<file path="config.mk">
export PLATFORM = sky130hd
export DESIGN_NAME = issue_scoreboard
export DESIGN_NICKNAME = d
export VERILOG_FILES = /design/src/rtl/issue_scoreboard_pkg.sv /design/src/rtl/issue_scoreboard_sb_counter.sv /design/src/rtl/issue_scoreboard.sv
export SDC_FILE = /design/constraint.sdc
export NUM_CORES = 1
export LEC_CHECK = 0
export ABC_CLOCK_PERIOD_IN_PS = 3700
export BUFFER_PORTS_ARGS = -buffer_cell sky130_fd_sc_hd__buf_2
export CAP_MARGIN = 40
export CORE_MARGIN = 4
export CORE_UTILIZATION = 57
export CTS_BUF_LIST = sky130_fd_sc_hd__clkbuf_4 sky130_fd_sc_hd__clkbuf_8
export DETAILED_ROUTE_END_ITERATION = 8
export HOLD_SLACK_MARGIN = 0.1
export PLACE_DENSITY = 0.78
export RECOVER_POWER = 25
export SLEW_MARGIN = 20
export SYNTH_ARGS = -nofsm -noshare
export SYNTH_HDL_FRONTEND = slang
export SYNTH_HIERARCHICAL = 1
export SYNTH_SLANG_ARGS = --single-unit
</file>
<file path="constraint.sdc">
create_clock -name i_clk -period 3.7 [get_ports i_clk]
set_clock_uncertainty 0.05 [all_clocks]
set_input_delay 0.37 -clock i_clk [delete_from_list [all_inputs] [get_ports i_clk]]
set_output_delay 0.37 -clock i_clk [all_outputs]
set_load 0.005 [all_outputs]
</file>
<file path="src/rtl/issue_scoreboard_pkg.sv">
// rtl/issue_scoreboard_pkg.sv - shared types and constants for the issue scoreboard
package issue_scoreboard_pkg;

  localparam int NUM_REGS  = 32;
  localparam int IDX_W     = 5;
  localparam int CNT_W_DEF = 2;

  typedef logic [IDX_W-1:0]     reg_idx_t;
  typedef logic [CNT_W_DEF-1:0] pend_cnt_t;

endpackage

</file>
<file path="src/rtl/issue_scoreboard_sb_counter.sv">
// rtl/issue_scoreboard_sb_counter.sv - per-register pending-write up/down counter with underflow flag
module sb_counter #(
  parameter int CNT_W = 2
) (
  input  logic             i_clk,
  input  logic             i_rst,
  input  logic             i_inc,
  input  logic [1:0]       i_dec,
  output logic [CNT_W-1:0] o_cnt,
  output logic             o_underflow
);

  localparam int SW = CNT_W + 2;
  localparam logic [CNT_W-1:0] MAX = '1;

  logic [SW-1:0]    sum;
  logic [SW-1:0]    diff;
  logic [CNT_W-1:0] cnt_next;

  // Net change for this cycle; clamp at 0 (flagging underflow) and at MAX.
  always_comb begin
    sum         = SW'(o_cnt) + SW'(i_inc);
    diff        = sum - SW'(i_dec);
    o_underflow = 1'b0;
    cnt_next    = diff[CNT_W-1:0];
    if (sum < SW'(i_dec)) begin
      o_underflow = 1'b1;
      cnt_next    = '0;
    end else if (diff > SW'(MAX)) begin
      cnt_next    = MAX;
    end
  end

  // Counter state register.
  always_ff @(posedge i_clk or negedge i_rst) begin
    if (!i_rst) o_cnt <= '0;
    else        o_cnt <= cnt_next;
  end

endmodule

</file>
<file path="src/rtl/issue_scoreboard.sv">
// rtl/issue_scoreboard.sv - RV32I decode/execute issue scoreboard; optional ISSUE_SCOREBOARD_BYPASS_EN
module issue_scoreboard
  import issue_scoreboard_pkg::*;
#(
  parameter int CNT_W       = CNT_W_DEF,
  parameter int STALL_CNT_W = 32
) (
  input  logic                   i_clk,
  input  logic                   i_rst,
  input  logic                   i_dec_valid,
  output logic                   o_dec_ready,
  input  logic [4:0]             i_rs1_raddr,
  input  logic [4:0]             i_rs2_raddr,
  input  logic                   i_uses_rs1,
  input  logic                   i_uses_rs2,
  input  logic [4:0]             i_rd,
  input  logic                   i_reg_write,
  input  logic                   i_ex_ready,
  input  logic                   i_flush,
  output logic                   o_issue,
  output logic                   o_stall,
  input  logic                   i_wb_valid,
  input  logic [4:0]             i_wb_rd,
  input  logic                   i_kill_valid,
  input  logic [4:0]             i_kill_rd,
`ifdef ISSUE_SCOREBOARD_BYPASS_EN
  output logic                   o_fwd_rs1,
  output logic                   o_fwd_rs2,
`endif
  output logic [NUM_REGS-1:0]    o_busy_mask,
  output logic [STALL_CNT_W-1:0] o_stall_cnt,
  output logic                   o_err
);

  localparam logic [CNT_W-1:0] MAX = '1;
  localparam logic [CNT_W-1:0] ONE = CNT_W'(1);

  logic [CNT_W-1:0]    cnt [NUM_REGS];
  logic [NUM_REGS-1:0] underflow;
  logic                raw1, raw2, waw, hazard;
  logic                byp1, byp2;

  // x0 is never tracked.
  assign cnt[0]       = '0;
  assign underflow[0] = 1'b0;

  genvar r;
  generate
    for (r = 1; r < NUM_REGS; r++) begin : g_cnt
      logic       inc;
      logic [1:0] dec;
      assign inc = o_issue & i_reg_write & (i_rd == reg_idx_t'(r));
      assign dec = {1'b0, i_wb_valid & (i_wb_rd == reg_idx_t'(r))}
                 + {1'b0, i_kill_valid & (i_kill_rd == reg_idx_t'(r))};
      sb_counter #(.CNT_W(CNT_W)) u_cnt (
        .i_clk       (i_clk),
        .i_rst       (i_rst),
        .i_inc       (inc),
        .i_dec       (dec),
        .o_cnt       (cnt[r]),
        .o_underflow (underflow[r])
      );
    end
  endgenerate

  // Hazard detection and same-cycle issue handshake.
  always_comb begin
`ifdef ISSUE_SCOREBOARD_BYPASS_EN
    byp1 = (cnt[i_rs1_raddr] == ONE) & i_wb_valid & (i_wb_rd == i_rs1_raddr);
    byp2 = (cnt[i_rs2_raddr] == ONE) & i_wb_valid & (i_wb_rd == i_rs2_raddr);
`else
    byp1 = 1'b0;
    byp2 = 1'b0;
`endif
    raw1   = i_uses_rs1 & (i_rs1_raddr != '0) & (cnt[i_rs1_raddr] != '0) & ~byp1;
    raw2   = i_uses_rs2 & (i_rs2_raddr != '0) & (cnt[i_rs2_raddr] != '0) & ~byp2;
    waw    = i_reg_write & (i_rd != '0) & (cnt[i_rd] == MAX);
    hazard = raw1 | raw2 | waw;
    if (i_flush) begin
      o_issue     = 1'b0;
      o_stall     = 1'b0;
      o_dec_ready = i_dec_valid;
    end else begin
      o_issue     = i_dec_valid & ~hazard & i_ex_ready;
      o_stall     = i_dec_valid & hazard;
      o_dec_ready = o_issue;
    end
  end

`ifdef ISSUE_SCOREBOARD_BYPASS_EN
  assign o_fwd_rs1 = i_uses_rs1 & (i_rs1_raddr != '0) & byp1;
  assign o_fwd_rs2 = i_uses_rs2 & (i_rs2_raddr != '0) & byp2;
`endif

  // Busy view derived from the registered counters.
  always_comb begin
    for (int i = 0; i < NUM_REGS; i++) o_busy_mask[i] = (cnt[i] != '0);
  end

  // Sticky error on any release against an empty counter.
  always_ff @(posedge i_clk or negedge i_rst) begin
    if (!i_rst)          o_err <= 1'b0;
    else if (|underflow) o_err <= 1'b1;
  end

  // Saturating stall-cycle counter.
  always_ff @(posedge i_clk or negedge i_rst) begin
    if (!i_rst)                       o_stall_cnt <= '0;
    else if (o_stall && !(&o_stall_cnt)) o_stall_cnt <= o_stall_cnt + 1'b1;
  end

endmodule

</file>
==> flow_metrics.py <==
metrics = {
    "status": {
        "outcome": "finished, violations left",
        "violations": "DRC, capacitance limit, slew limit, setup timing",
    },
    "sta": {
        "fmax_mhz": 214,
        "relSlewSlack": -0.506,
        "maxSlewViolCount": 38,
        "post-route-period-util": 1.26,
        "tightest_slew_ns": 2.26,
        "hold_viol_final": 0,
        "hold_ws_ns": 0.447,
        "min_period_ns": 4.68,
        "rsz0062_at_grt": "true",
        "fin_ws_ns": -0.978,
        "final-setup-viol-count": 66,
    },
    "detailed_routing": {
        "remaining_drc_errors": 5,
        "drt-total-wl_um": 43400,
        "ant_nets": 0,
        "drt-initial-drc-count": 1496,
        "first_pass_iters": 9,
        "drt-wirelength-per-cell_um": 25.8,
        "viasPerCell": 6.55,
        "dr_total_vias": 11033,
    },
    "global_route": {
        "grt_max_degree": 48,
        "groute.usage.overall": 0.344,
        "grt_overflow_total": 0,
        "grt_pass1_vias": 10598,
        "grt_pass1_wl_um": 54200,
        "antenna_found_initial": 1,
    },
    "critical_path": {
        "r2r-start": "g_cnt[13].u_cnt/o_cnt[0]$_DFF_PN0_",
        "rr_worst_depth": 20,
        "slowest_stage": "dfrtp_1",
        "regToRegEndpoint": "o_err$_DFFE_PN0P_",
        "path_class": "flop to flop",
        "cp_top_family": "simple AND/OR/NAND/NOR gates",
        "worstSetupPathDepth": 20,
        "critPathLaunchType": "flop",
        "cpPeakStageDelay_ns": 0.42,
        "critPathBufInv": 5,
        "reg2reg_slack_ns": -0.98,
        "cp.arrival_ns": 4.93,
        "crit_path_cell_trace": "nor2_2 > mux4_2 > mux2i_1 > a221oi_2 > o221ai_2 > a41oi_4 > nand3_4 > buf_12 > buf_12 > nor3_4 > ha_4 > inv_4 > ha_4 > inv_2 > fa_2 > inv_2 > ha_4 > nor4_4 > nand4_1 > or2_4",
        "crit_start": "g_cnt[13].u_cnt/o_cnt[0]$_DFF_PN0_",
        "worst_path_most_repeated_cell": "ha_4",
        "crit_path_max_fanout": 5,
        "worst_setup_path_end_kind": "flop",
        "crit_required_ns": 3.96,
        "critPathCapture": "o_err$_DFFE_PN0P_",
    },
    "clocking": {
        "clock_latency_ns": 0.43,
        "h-tree-depth": 3,
        "cts_root_buffer": "clkbuf_8",
        "cts_buffer_depth": 2,
        "clkTransAtPathRegs_ns": 0.12,
        "cts_tree": "built",
        "cts.sinks": 95,
        "numCtsBuffers": 9,
    },
    "yosys": {
        "seq_area_frac_synth": 0.231,
        "synth_fp_nets": 1389,
        "synth_top_area_cell": "dfrtp_1",
        "synth_area_per_cell_um2": 9.05,
        "synthFlopType": "dfrtp_1",
        "synthTopCellsByArea": "dfrtp_1 23%, ha_1 19%, fa_1 12%, inv_1 10%, a31oi_1 4.1%",
        "yosys.cell_types.count": 59,
        "synth_top_area_frac": 0.231,
        "synth-edff-count": 0,
        "async_reset_ff_frac": 1.00,
        "yosys_warnings": 6,
        "syn_area_mm2": 0.0103,
        "synth-seq-cells": 95,
        "syn_inst": 1136,
    },
    "power_and_ir_drop": {
        "powerDensity_mw_per_mm2": 360,
        "irDropWorstVdd_mv": 0.285,
        "p_leak_nw": 6.97,
    },
    "hold_path": {
        "timing.hold.worst.class": "flop to flop",
        "whs_path_depth": 1,
    },
    "run": {
        "cap_violations": 1,
    },
    "floorplan": {
        "rows": 48,
        "chipHeight_um": 142,
        "start_util": 0.588,
        "die_area_mm2": 0.0202,
        "chipWidth_um": 142,
        "io_pins": 103,
        "coreArea_mm2": 0.0175,
    },
    "place": {
        "routabilityCongestion": 1.01,
        "io_buffer_count": 101,
        "pre_cts_ws_ns": -0.811,
        "hpwl_um": 25800,
    },
    "final_layout": {
        "drive_gt1_frac": 0.464,
        "synthToLayoutAreaGrowth_pct": 42.6,
        "layout_commonest_cell": "buf_4",
        "fin_nets": 1707,
        "layout_common_cells": "216 x buf_4, 209 x inv_1, 101 x buf_2, 91 x dfrtp_1, 88 x ha_1",
        "antenna_cells": 0,
    },
}
[routing by layer]
layer,global-route usage,vias up,wire length [um]
met5,0,-,18
met1,0.400,5190,13900
met3,0.0827,399,5520
met2,0.570,970,19400
met4,0.218,2,4560
li1,-,4472,-
[cells in the mapped netlist, types with 4 or more instances]
cell / instances
o211ai_1: 4
nor4_1: 12
clkbuf_1: 16
o31ai_2: 31
dfrtp_1: 95
buf_1: 4
nand2b_1: 12
or2_1: 13
mux4_2: 17
buf_2: 13
nor3_1: 58
nor2_1: 91
nor4_2: 11
a21oi_1: 4
a31oi_1: 67
o21ai_0: 6
and3_1: 4
xor2_1: 28
nand3_1: 36
nand4_1: 13
and2_1: 4
nand2_1: 37
inv_1: 273
ha_1: 156
or2_2: 5
fa_1: 62
nor2b_1: 9
[flip-flops by register name, summed over array words and instances, names as in the netlist]
name               cells
g_cnt.u_cnt/o_cnt     62
o_err                  1
o_stall_cnt           32
[where the power goes]
group,switching [mW],total (mW),internal [mW]
combinational,1.57,2.92,1.35
sequential,0.289,1.61,1.32
clock,0.485,0.751,0.266
[kinds of logic after synthesis]
group	count (synthesis)	synth area share
buffers and inverters	311	0.116
AND/OR/NAND/NOR	328	0.169
multiplexers	21	0.0413
other	1	0.000365
AO/OA/AOI/OAI	131	0.105
flip-flops	95	0.231
adder cells (fa/ha/maj)	218	0.311
XOR/XNOR	31	0.0264
[worst min path at each step]
stage,endpoint,from,slack [ns]
after global placement,o_stall_cnt[7]$_DFFE_PN0P_,o_stall_cnt[7]$_DFFE_PN0P_,0.42
final,o_stall_cnt[26]$_DFFE_PN0P_,o_stall_cnt[26]$_DFFE_PN0P_,0.45
after detailed placement,o_stall_cnt[28]$_DFFE_PN0P_,i_rst,0.34
after CTS,o_stall_cnt[28]$_DFFE_PN0P_,i_rst,0.42
after global routing,o_stall_cnt[26]$_DFFE_PN0P_,o_stall_cnt[26]$_DFFE_PN0P_,0.46
after floorplan,g_cnt[10].u_cnt/o_cnt[0]$_DFF_PN0_,i_rst,0.02
[per-stage QoR]
stage | util | TNS, ns | power (mW) | area, um2 | cells
finish | 0.839 | -32.18 | 5.27 | 14700 | 1684
global placement | 0.731 | -11.89 | 3.59 | 12800 | 1631
floorplan | - | -0.0391 | 2.70 | 10600 | 1136
detailed placement | 0.733 | -19.27 | 3.70 | 12800 | 1632
CTS | 0.788 | -8.74 | 4.58 | 13800 | 1668
global route | 0.839 | -41.33 | 5.51 | 14700 | 1684
[layout make-up]
cell class | count | area (um2)
fillers | 828 | 2820
inverters | 276 | 1050
clock buffers | 9 | 124
well taps | 225 | 282
clock inverters | 7 | 68.8
repair buffers | 342 | 2500
flip-flops and latches | 95 | 2380
multi-input cells | 730 | 8260
[what timing repair did]
action | 4_1_cts | 5_1_grt
cloned | 2 | 0
endpoints found under the hold margin | 36 | 0
setup endpoints to repair | 63 | 64
resized for setup | 132 | 148
pin swaps | 85 | 62
hold buffers | 1 | 0
buffers inserted | 17 | 16
(Power assumes the default switching activity.)
